[config.mk]
export PLATFORM = sky130hd
export DESIGN_NAME = alu_wb_seq
export DESIGN_NICKNAME = d
export VERILOG_FILES = /design/src/rtl/alu_wb_seq_pkg.sv /design/src/rtl/alu_wb_seq.sv
export SDC_FILE = /design/constraint.sdc
export NUM_CORES = 1
export LEC_CHECK = 0
export CAP_MARGIN = 30
export CORE_UTILIZATION = 44
export DETAILED_ROUTE_END_ITERATION = 10
export GPL_TIMING_DRIVEN = 0
export PLACE_DENSITY = 0.78
export SLEW_MARGIN = 30
export SYNTH_ARGS = -nofsm -noshare
export SYNTH_HDL_FRONTEND = slang
export SYNTH_SLANG_ARGS = --single-unit
[constraint.sdc]
create_clock -name clk -period 2.1 [get_ports clk]
set_input_delay 0.42 -clock clk [delete_from_list [all_inputs] [get_ports clk]]
set_output_delay 0.42 -clock clk [all_outputs]
set_load 0.05 [all_outputs]
[src/rtl/alu_wb_seq_pkg.sv]
// +--------------------------------------------------------------------------+
// | alu_wb_seq_pkg : widths, ALU type codes and FSM encodings for alu_wb_seq  |
// | Rev 1.0                                                                   |
// +--------------------------------------------------------------------------+
`default_nettype none

package alu_wb_seq_pkg;

    localparam int DAT_W     = 128;
    localparam int ADDR_W    = 5;
    localparam int ALU_TYP_W = 4;

    localparam logic [3:0] ALU_TYP_SPLIT  = 4'd2;
    localparam logic [3:0] ALU_TYP_DIV    = 4'd5;
    localparam logic [3:0] ALU_TYP_RSHIFT = 4'd8;

    localparam logic [1:0] ST_IDLE = 2'd0;
    localparam logic [1:0] ST_WAIT = 2'd1;
    localparam logic [1:0] ST_WR1  = 2'd2;
    localparam logic [1:0] ST_WR2  = 2'd3;

endpackage

`default_nettype wire

[src/rtl/alu_wb_seq.sv]
// +--------------------------------------------------------------------------+
// | alu_wb_seq : captures ALU results and issues in-order GPRF write-backs    |
// | Optional forwarding outputs enabled by macro ALU_WB_FWD_EN                |
// | Rev 1.0                                                                   |
// +--------------------------------------------------------------------------+
`default_nettype none

module alu_wb_seq
    import alu_wb_seq_pkg::*;
#(
    parameter int DAT_W     = alu_wb_seq_pkg::DAT_W,
    parameter int ADDR_W    = alu_wb_seq_pkg::ADDR_W,
    parameter int ALU_TYP_W = alu_wb_seq_pkg::ALU_TYP_W
) (
    input  logic                 clk,
    input  logic                 reset_b,
    input  logic                 t_cs,
    input  logic                 i_iss_valid,
    input  logic [ALU_TYP_W-1:0] i_iss_typ,
    input  logic [ADDR_W-1:0]    i_iss_rd1,
    input  logic [ADDR_W-1:0]    i_iss_rd2,
    input  logic                 i_iss_wb_en,
    input  logic                 i_alu_done,
    input  logic [DAT_W-1:0]     i_alu_dat,
    input  logic [DAT_W-1:0]     i_alu_dat2,
    output logic                 o_busy,
    output logic                 o_gprf_we,
    output logic [ADDR_W-1:0]    o_gprf_waddr,
    output logic [DAT_W-1:0]     o_gprf_wdat,
    output logic                 o_imem_done,
`ifdef ALU_WB_FWD_EN
    output logic                 o_fwd_valid,
    output logic [ADDR_W-1:0]    o_fwd_addr,
    output logic [DAT_W-1:0]     o_fwd_dat,
`endif
    output logic                 o_jmp_sel
);

    function automatic logic is_dual(input logic [ALU_TYP_W-1:0] typ);
        return (typ == ALU_TYP_W'(ALU_TYP_SPLIT)) ||
               (typ == ALU_TYP_W'(ALU_TYP_DIV))   ||
               (typ == ALU_TYP_W'(ALU_TYP_RSHIFT));
    endfunction

    logic [1:0]           r_state;
    logic [1:0]           w_state_nxt;
    logic [ALU_TYP_W-1:0] r_typ;
    logic [ADDR_W-1:0]    r_rd1;
    logic [ADDR_W-1:0]    r_rd2;
    logic                 r_wb_en;
    logic [DAT_W-1:0]     r_dat;
    logic [DAT_W-1:0]     r_dat2;
    logic                 r_jmp_sel;
    logic                 w_second_wr;

    assign w_second_wr = is_dual(r_typ) && r_wb_en;
    assign o_jmp_sel   = r_jmp_sel;

    // State and capture bank; t_cs low freezes everything, so Moore outputs hold too
    always_ff @(posedge clk or negedge reset_b) begin
        if (!reset_b) begin
            r_state   <= ST_IDLE;
            r_typ     <= '0;
            r_rd1     <= '0;
            r_rd2     <= '0;
            r_wb_en   <= 1'b0;
            r_dat     <= '0;
            r_dat2    <= '0;
            r_jmp_sel <= 1'b0;
        end else if (t_cs) begin
            r_state <= w_state_nxt;
            if (r_state == ST_IDLE && i_iss_valid) begin
                r_typ   <= i_iss_typ;
                r_rd1   <= i_iss_rd1;
                r_rd2   <= i_iss_rd2;
                r_wb_en <= i_iss_wb_en;
            end
            if (r_state == ST_WAIT && i_alu_done) begin
                r_dat     <= i_alu_dat;
                r_dat2    <= i_alu_dat2;
                r_jmp_sel <= i_alu_dat[DAT_W-1];
            end
        end
    end

    always_comb begin
        w_state_nxt = r_state;
        case (r_state)
            ST_IDLE: if (i_iss_valid) w_state_nxt = ST_WAIT;
            ST_WAIT: if (i_alu_done)  w_state_nxt = ST_WR1;
            ST_WR1:  w_state_nxt = w_second_wr ? ST_WR2 : ST_IDLE;
            ST_WR2:  w_state_nxt = ST_IDLE;
            default: w_state_nxt = ST_IDLE;
        endcase
    end

    always_comb begin
        o_busy       = 1'b0;
        o_gprf_we    = 1'b0;
        o_gprf_waddr = '0;
        o_gprf_wdat  = '0;
        o_imem_done  = 1'b0;
        case (r_state)
            ST_WAIT: o_busy = 1'b1;
            ST_WR1: begin
                o_busy      = 1'b1;
                o_gprf_we   = r_wb_en;
                o_imem_done = !w_second_wr;
                if (r_wb_en) begin
                    o_gprf_waddr = r_rd1;
                    o_gprf_wdat  = r_dat;
                end
            end
            ST_WR2: begin
                o_busy       = 1'b1;
                o_gprf_we    = 1'b1;
                o_gprf_waddr = r_rd2;
                o_gprf_wdat  = r_dat2;
                o_imem_done  = 1'b1;
            end
            default: ;
        endcase
    end

`ifdef ALU_WB_FWD_EN
    // Bypass copy of the latest write, invalidated once the next instruction is accepted
    always_ff @(posedge clk or negedge reset_b) begin
        if (!reset_b) begin
            o_fwd_valid <= 1'b0;
            o_fwd_addr  <= '0;
            o_fwd_dat   <= '0;
        end else if (t_cs) begin
            if (r_state == ST_IDLE && i_iss_valid) begin
                o_fwd_valid <= 1'b0;
            end else if (o_gprf_we) begin
                o_fwd_valid <= 1'b1;
                o_fwd_addr  <= o_gprf_waddr;
                o_fwd_dat   <= o_gprf_wdat;
            end
        end
    end
`endif

endmodule

`default_nettype wire
# [Word level (Yosys, flattened, before mapping)]
# Cells that the tools add are included.
[op_classes] n_addsub=0 mul=0 n_div=0 magnitude_cmp=0 eq_ne=8 n_shift=0 mux=11 bitwise=0 n_reduce_logical=11
[ops] operator="$pmux W128 S2" count=1
[ops] operator="$mux W128" count=1
[ops] operator="$pmux W5 S2" count=1
[ops] operator="$pmux W2 S4" count=1
[ops] operator="$mux W2" count=3
[ops] operator="$mux W5" count=1
[ops] operator="$eq A2 B2 Y1 const B" count=2
[ops] operator="$eq A4 B2 Y1 const B" count=1
[ops] operator="$eq A4 B3 Y1 const B" count=1
[ops] operator="$eq A4 B4 Y1 const B" count=1
[ops] operator="$ne A2 B2 Y1 const B" count=2
[ops] operator="$pmux W1 S2" count=2
[ops] operator="$reduce_and A2 Y1" count=2
[ops] operator="$logic_and A1 B1 Y1" count=3
[ops] operator="$reduce_and A3 Y1" count=1
[ops] operator="$reduce_or A3 Y1" count=1
[ops] operator="$eq A2 B1 Y1 const B" count=1
[ops] operator="$logic_not A2 Y1" count=1
[ops] operator="$logic_or A1 B1 Y1" count=2
[ops] operator="$logic_not A1 Y1" count=1
[ops] operator="$mux W1" count=1
[word_totals] ff_bits=274 latch_bits=0 ram_bits=0 romBits=0 inputBits=276 output_inout_bits=137 wordCells=38 n_memories=0

# [Logic depth before layout (Yosys ltp)]
[logic_depth] ltp_word=6 depth_mapped=6 ltp_nobuf=3

# [Least setup slack after synthesis]
# Ideal clock, no wire load.
[synth_path] kind="register -> output" start="register r_state[0]" end="output port o_gprf_wdat[100]" arrival_time_ps=1570 t_required_ps=1680 path_slack_ps=110 stages_incl_launch_ff=7 path_buffers=4 cell_sequence="dfrtp_1 > buf_4 > and3b_1 > buf_2 > buf_6 > buf_2 > a22o_1"
[synth_between] elab_chain_len=2
[synth_rtl] item="start, declared" line="alu_wb_seq.sv:45" text="logic [1:0] r_state;"
[synth_rtl] item="start signal, assigned" line="alu_wb_seq.sv:71" text="r_state <= w_state_nxt;"
[synth_rtl] item="$eq A2 B2 Y1" line="alu_wb_seq.sv:103" text="case (r_state)"
[synth_rtl] item="$pmux W128 S2 (*)" line="alu_wb_seq.sv:103"
[synth_rtl] item="end, declared" line="alu_wb_seq.sv:29" text="output logic [DAT_W-1:0] o_gprf_wdat,"
# Every way passes the cells marked *; elsewhere a longest branch is shown, timed or not.

# [Final worst setup path]
[layout_path] start="register r_state[1]" end="output port o_gprf_wdat[106]"
# The elaborated chain is that of the path after synthesis.

==> results.py <==
metrics = {
    "outcome": {
        "status": "complete, but fails checks",
        "violations": "negative setup slack",
    },
    "floorplanning": {
        "rows": 60,
        "core_sq_um": 26880,
        "start_util": 0.4468,
        "io_pins": 413,
        "die_h_um": 167.2,
        "die_w_um": 167.2,
        "dieArea_sq_um": 27950,
    },
    "hold_path": {
        "hold_path.class": "primary input to async pin",
    },
    "placement": {
        "place_congestion": 0.8043,
        "io_buffers": 412,
        "dp_hpwl_mm": 24.50,
        "placed_area_sq_um": 16650,
        "dp_slack_ns": -0.9625,
    },
    "routing": {
        "wire_per_inst_um": 22.51,
        "antenna_violating_nets_post_route": 0,
        "drt_pre_antenna_iters": 4,
        "vias_per_cell": 5.273,
        "wl_mm": 36.09,
        "drc": 0,
        "drtIter0Drc": 446,
        "vias": 8452,
    },
    "worst_setup_path": {
        "cp_cell_sequence": "buf_6 > and2_1 > buf_12 > buf_12 > buf_12 > a22o_4 > buf_8",
        "criticalPathCategory": "flop to output pin",
        "worst_path_max_delay_cell": "dfrtp_2",
        "crit_top_cell": "buf_12",
        "cp.arrival_ns": 2.11,
        "required_ns": 1.68,
        "cp-start-kind": "flop",
        "max_stage_delay_ns": 0.43,
        "path_max_fanout": 9,
        "cp-end-kind": "output pin",
    },
    "logic_synthesis": {
        "yosysTopAreaCell": "dfrtp_1",
        "syn_nets": 1033,
        "synth-seq-cells": 273,
        "syn-instance-count": 757,
        "ys_warn_count": 0,
        "synth_top_area_share": 0.5689,
        "yosysUniqueCellTypes": 25,
        "yosysSeqAreaShare": 0.5689,
        "ys_top_cells_by_area": "dfrtp_1 57%, mux2_4 13%, mux2_1 12%",
        "synth_area_sq_um": 12010,
        "avgSynthCellArea_sq_um": 15.86,
    },
    "global_routing": {
        "grt_max_degree": 84,
        "grt_pass1_wl_mm": 53.75,
        "grt_pass1_vias": 9215,
        "antenna_found_initial": 2,
        "grt_remaining_overflow": 0,
        "grt_usage": 0.2492,
    },
    "clock_tree": {
        "clkLatencyLatePin_ns": 0.55,
        "cts_tree": "done",
        "clkSinkCount": 273,
        "root_buffer": "clkbuf_16",
        "cts_buffer_depth": 3,
        "clk_pin_slew_ns": 0.06,
        "cts_buffers": 30,
        "htreeDepth": 1,
    },
    "timing": {
        "fin_crit_ns": 2.533,
        "clock.fmax_mhz": 394.7,
        "timing.slew.headroom": 0.6339,
        "rsz0062_at_grt": "true",
        "tns_ns": -50.06,
        "drv_slew": 0,
        "worst_slack_ns": -0.4334,
        "period_share": 1.206,
        "finalHoldViolations": 0,
        "skew_ns": 0.01805,
        "setup_viol": 134,
        "tightest_slew_ns": 0.5491,
    },
    "job": {
        "cap_violations": 0,
    },
    "final_layout": {
        "num-nets-final": 1513,
        "syn2layout_area_growth_pct": 56.18,
        "drive_gt1_frac": 0.3481,
        "post-route-util": 0.6978,
        "final_cell_area_sq_um": 18750,
    },
    "power_and_ir_drop": {
        "power_w": 0.02724,
        "powerDensity_nw_per_um2": 1453,
        "peakVddDrop_uv": 884.5,
        "power.leakage_nw": 8.543,
    },
}
[where the power goes]
| group | internal (W) | switching (W) | leakage [nW] |
|---|---|---|---|
| clock network | 0.00294 | 0.00219 | 0.461 |
| registers | 0.00796 | 0.00159 | 3.24 |
| logic | 0.00640 | 0.00616 | 4.84 |
| total | 0.0173 | 0.00994 | 8.54 |
[kinds of logic (layout without fill, tap and decap cells)]
logic type,Yosys count,count (layout),synth area share
compound gates,139,139,0.1008
buf+inv,61,565,0.03532
simple gates,11,11,0.007921
mux,272,272,0.2863
xor+xnor,1,1,0.0007295
flops,273,273,0.5689
other cells,0,1,0
[Yosys cell counts, drive strengths merged]
cell / instances
dfrtp: 273
mux2: 272
a22o: 133
buf: 55
clkbuf: 6
nand2: 2
o21a: 2
a21boi: 1
a22oi: 1
a31oi: 1
and2: 1
and3b: 1
nand2b: 1
nand3b: 1
nand4b: 1
nor2: 1
nor3b: 1
nor4bb: 1
o221ai: 1
or2: 1
xor2: 1
[worst paths after layout]
kind / slack (ns) / cells after the start / start / end
max in group asynchronous: 0.61 / 4 / reset_b / r_dat[90]
worst min-delay path: 0.42 / 2 / reset_b / r_dat2[67]
worst max register to register: 0.31 / 6 / r_state[1] / r_dat2[102]
worst min register to register: 0.49 / 1 / r_dat2[20] / r_dat2[20]
worst max-delay path: -0.43 / 7 / r_state[1] / o_gprf_wdat[106]
min in group clk: 0.45 / 2 / i_alu_dat2[23] / r_dat2[23]
[stage by stage]
step,std cells,hold slack (ns)
floorplan,757,0.1244
global placement,1510,0.4740
detailed placement,1513,0.4151
CTS,1580,0.4278
global route,1603,0.4444
finish,1603,0.4236
[what timing repair did]
action,in CTS,in global routing
gates resized for setup,1018,62
setup buffers,8,10
endpoints found under the setup margin,137,135
endpoints found under the hold margin,66,0
hold buffers,1,0
gates cloned,3,12
pin swaps,24,63
[worst max-delay path: cells and delay by family, from the launching register on]
kind | cells | cell delay, ns
flip-flops | 1 | 0.43
buffers and inverters | 5 | 0.71
AND/OR/NAND/NOR | 1 | 0.16
AO/OA/AOI/OAI | 1 | 0.24
[per-layer routing]
metal,track usage,vias to the layer above,part of all wire
met5,0,-,0.00047
met4,0.08815,2,0.036
met3,0.07634,83,0.080
met2,0.4353,347,0.51
met1,0.2891,4231,0.38
li1,-,3789,-
[placed cells by master (no fill, tap or decap)]
cell type        Yosys  final
a21boi_0             1      1
a22o_1             133    127
a22o_4               0      6
a22oi_2              0      1
a31oi_1              1      1
and2_1               1      1
and3b_2              0      1
buf_12               0     13
buf_16               0      6
buf_2               27      4
buf_4               13     25
buf_6               15    156
buf_8                0     16
bufinv_16            0      1
clkbuf_1             6      6
clkbuf_16            0     43
clkbuf_8             0      4
clkdlybuf4s50_1      0    274
clkinv_2             0      7
clkinv_4             0      2
clkinvlp_4           0      6
dfrtp_1            273    272
dfrtp_2              0      1
diode_2              0      1
dlygate4sd2_1        0      1
dlygate4sd3_1        0      1
mux2_1             129    129
mux2_2              43     43
mux2_4             100    100
nand2_1              2      2
nand2b_1             1      1
nand3b_1             1      1
nand4b_4             1      1
nor2_4               1      1
nor3b_1              1      1
nor4bb_2             0      1
o21a_1               2      2
o221ai_1             1      1
or2_4                0      1
xor2_1               1      1
[registers in the layout (all words and copies together) (netlist names)]
name / flops
r_dat2: 128
r_dat: 128
r_rd1: 5
r_rd2: 5
r_typ: 4
r_state: 2
r_wb_en: 1
[final cells by class]
| cell class | instances | area (sq um) |
|---|---|---|
| sequential | 273 | 6833 |
| timing repair buffer | 449 | 4940 |
| multi-input combinational | 423 | 4820 |
| clock inverter | 16 | 127.6 |
| fill | 1854 | 8122 |
| antenna | 1 | 2.502 |
| buffer | 60 | 765.7 |
| tap | 341 | 426.7 |
| clock buffer | 40 | 839.6 |
Power figures use the tool's default switching activity.
==> patch 1 (same flow settings) <==
Register the output `o_imem_done`; this adds one clock of latency there. The other outputs are not delayed to match.
--- a/src/rtl/alu_wb_seq.sv
+++ b/src/rtl/alu_wb_seq.sv
@@ -37,2 +37,4 @@
 );
+
+    logic o_imem_done_d;
 
@@ -101,3 +103,3 @@
         o_gprf_wdat  = '0;
-        o_imem_done  = 1'b0;
+        o_imem_done_d = 1'b0;
         case (r_state)
@@ -107,3 +109,3 @@
                 o_gprf_we   = r_wb_en;
-                o_imem_done = !w_second_wr;
+                o_imem_done_d = !w_second_wr;
                 if (r_wb_en) begin
@@ -118,3 +120,3 @@
                 o_gprf_wdat  = r_dat2;
-                o_imem_done  = 1'b1;
+                o_imem_done_d = 1'b1;
             end
@@ -143,2 +145,6 @@
 
+    always_ff @(posedge clk) begin
+        o_imem_done <= o_imem_done_d;
+    end
+
 endmodule
Check against the original RTL: not equivalent (a bounded check fails within 4 cycles, from zero or initial values and one cycle with reset_b low).
==> patch 1 against the unedited design <==
  * The flow still finishes with violations (setup timing)
  * Total power grew 0.22%
  * Routed wire length is 0.86% higher
  * Utilization shrank 0.77 points
  * Cell area shrank 1.1%
  * Sequential cell count up 1
  * Sequential power up 0.6%
  * Setup slack improved by 0.058 ns
  * Area after synthesis grew 0.17%
  * Largest cell class unchanged
  * Largest power group unchanged
==> patch 1: results (changes against the unedited design) <==
metric,value,unit,change
run_status,finished with violations,,
violations,setup timing,,
ff2ff_setup_slack,0.22,ns,-0.09 ns
fillers,1841,,-0.70%
post_cts_buffers,11,,+3
grt_pass1_wl,55.9,mm,+4.0%
place_area,0.0167,mm2,+0.12%
arrival,2.05,ns,-0.06 ns
grtUsageMet3,0.0830,,+0.00662
p_per_area,1470,mW/mm2,+1.3%
routed_wirelength,36.4,mm,+0.86%
worst_ir_drop_vdd,0.000915,V,+3.4%
syn_nets,1034,,+0.097%
pg_seq,9.62,mW,+0.6%
drive_gt1_frac,0.341,,-0.00757
endpoint,o_gprf_wdat[20],,
avgSynthCellArea,15.9,um2,about the same
reg2reg_to,r_dat2[69],,
setup_viol,133,,-0.75%
synthArstFlopShare,0.996,,-0.00365
fin_nets,1497,,-1.1%
synth_cell_types,26,,+4.0%
switchingPower,9.85,mW,-0.91%
place_ws,-0.865,ns,+0.0976 ns
synth.area.top_cells,"dfrtp_1 57%, mux2_4 12%, mux2_1 12%",,
max_slew_margin,0.657,,+0.0230
grtUsageMet2,0.440,,+0.00471
grt_use_total,0.259,,+0.00998
grt_max_degree,85,,+1.2%
combinationalPower,12.2,mW,-3%
clock_skew,0.00630,ns,-0.0117 ns
fin_ws,-0.375,ns,+0.0585 ns
p_leak,8.48,nW,-0.72%
ys_seq_area_frac,0.570,,+0.000717
place_congestion,0.811,,+0.86%
synth_compound_area_frac,0.101,,-0.000168
critPathMaxFanout,10,,+1
synth_mux_area_frac,0.286,,-0.000477
## patch 1: worst min-delay path by stage
stage	start	to	slack (ns)	depth (start not counted)
5_1_grt	reset_b	r_dat2[20]	0.41	2
4_1_cts	reset_b	r_dat2[20]	0.38	2
3_3_place_gp	r_dat[99]	r_dat[99]	0.47	1
3_5_place_dp	reset_b	r_dat2[20]	0.37	1
6_report	reset_b	r_dat2[20]	0.38	2
2_1_floorplan	reset_b	r_dat2[0]	0.12	0
## patch 1: cell type report
type                            count  area [um2]  area share
Sequential cell                   274        6850       0.370
Multi-Input combinational cell    423        4840       0.261
Timing Repair Buffer              434        4670       0.252
Clock buffer                       46         922      0.0497
Buffer                             57         697      0.0376
Tap cell                          341         427      0.0230
Clock inverter                     11         133     0.00715
Antenna cell                        2        5.00    0.000270
## patch 1: per-layer routing
metal	wire length, um	vias to the layer above
li1	-	3763
met1	13700	4312
met2	18000	376
met3	3240	88
met4	1470	0
met5	0	-
==> patch 2 (config.mk and constraints unchanged) <==
Made on the original files. Add a define of `ALU_WB_FWD_EN`.
--- a/src/rtl/alu_wb_seq.sv
+++ b/src/rtl/alu_wb_seq.sv
@@ -6,2 +6,4 @@
 `default_nettype none
+
+`define ALU_WB_FWD_EN
 
Formal check against the unedited RTL (old outputs only; new: o_fwd_addr, o_fwd_dat and o_fwd_valid): same outputs for any inputs over 4 cycles, from zero or initial values and one cycle with reset_b low; that may be too few to reach the edited logic, so the function may still have changed.
==> patch 2 against the unedited design <==
  * The run still ends with setup timing left
  * Sequential power increased by 45%
  * Area after synthesis increased by 48%
  * Sequential share of layout area increased by 1.1 points
  * Routed wire length increased by 70%
  * Sequential cell count increased by 134
  * Cell area increased by 45%
  * Total power increased by 61%
  * Register-to-register slack got worse by 0.20 ns
  * Setup slack got worse by 0.016 ns
==> patch 2: results (changes against the unedited design) <==
metric,value,unit,change
run_status,finished with violations,,
violations,setup timing,,
synth_mux_area_frac,0.172,,-0.114
grt_max_degree,88,,+4.8%
grt_pass1_vias,14777,,+60%
rr_worst_depth,7,,+1
port_buffers,545,,+32%
cts_resized,993,,-2.5%
fin_nets,2252,,+49%
combinationalPower,22.0,mW,+75%
fin_setup_tns,-51.92,ns,-1.86 ns
num-multi-input-gates,825,,+95%
buffer_area_frac,0.274,,-0.0297
syn_nets,1631,,+58%
grt_antenna_before_repair,9,,+7
multiInputGateArea,0.00729,mm2,+51%
clock_latency,0.57,ns,+0.02 ns
post_cts_buffers,13,,+5
vias,14072,,+66%
synthXorXnorAreaFrac,0.000491,,-0.000238
cts_buffers,46,,+53%
pg_clk,8.06,mW,+57%
dp_hpwl,43.5,mm,+78%
swShare,0.435,,+0.0703
grt_pass1_wl,91.3,mm,+70%
synth_cell_types,33,,+32%
hp-class,input pin to flip-flop,,
r2r-start,r_state[0],,
synth.area.top_cells,"dfrtp_1 57%, mux2_1 15%, a22oi_2 4.2%",,
endpoint,o_gprf_wdat[111],,
reg2reg_to,o_fwd_dat[43],,
fillers,2811,,+52%
place_congestion,0.892,,+11%
use_met1,0.367,,+0.0778
reg_top3,"o_fwd_dat: 128 flops, r_dat2: 128 flops, r_dat: 128 flops",,
setup_viol,135,,+0.75%
p_leak,13.6,nW,+59%
clock_area_frac,0.0560,,+0.00444
worst_ir_drop_vdd,0.00123,V,+38%
clock_skew,0.0159,ns,-0.00215 ns
routed_wirelength,61.3,mm,+70%
htreeDepth,2,,+1
synth_compound_area_frac,0.149,,+0.0478
ys_seq_area_frac,0.571,,+0.00254
n_all_inverters,3,,+3
cts_sinks,407,,+49%
grtUsageMet2,0.484,,+0.0491
fin_ws,-0.449,ns,-0.0157 ns
place_area,0.0242,mm2,+46%
patch 2: cell count changes in the layout (fill, tap and decap cells not counted), sizes merged, moves of 53 or more:
cell and change:
dlymetal6s2s +135, nor2 +135, clkbuf +53, o31ai +132, a22o -133, dfrtp +134
nand2 +133, a22oi +131
patch 2: layer usage:
layer / wire length (um) / up-vias
met5: 13 / -
met1: 23900 / 7176
met2: 30200 / 601
li1: - / 6143
met3: 4600 / 150
met4: 2650 / 2
patch 2: through the flow:
stage	cells	hold slack (ns)
floorplan	1355	0.124
global placement	2425	0.459
detailed placement	2430	0.344
CTS	2529	0.186
global route	2543	0.249
finish	2543	0.231
patch 2: kinds of logic (layout without fill, tap and decap cells):
kind of cell | Yosys count | count (layout)
buffers and inverters | 123 | 778
AOI/OAI and AO/OA | 273 | 273
DFF | 407 | 407
xor gates and xnor gates | 1 | 1
muxes | 272 | 272
and+or+nand+nor | 279 | 279
other | 0 | 8
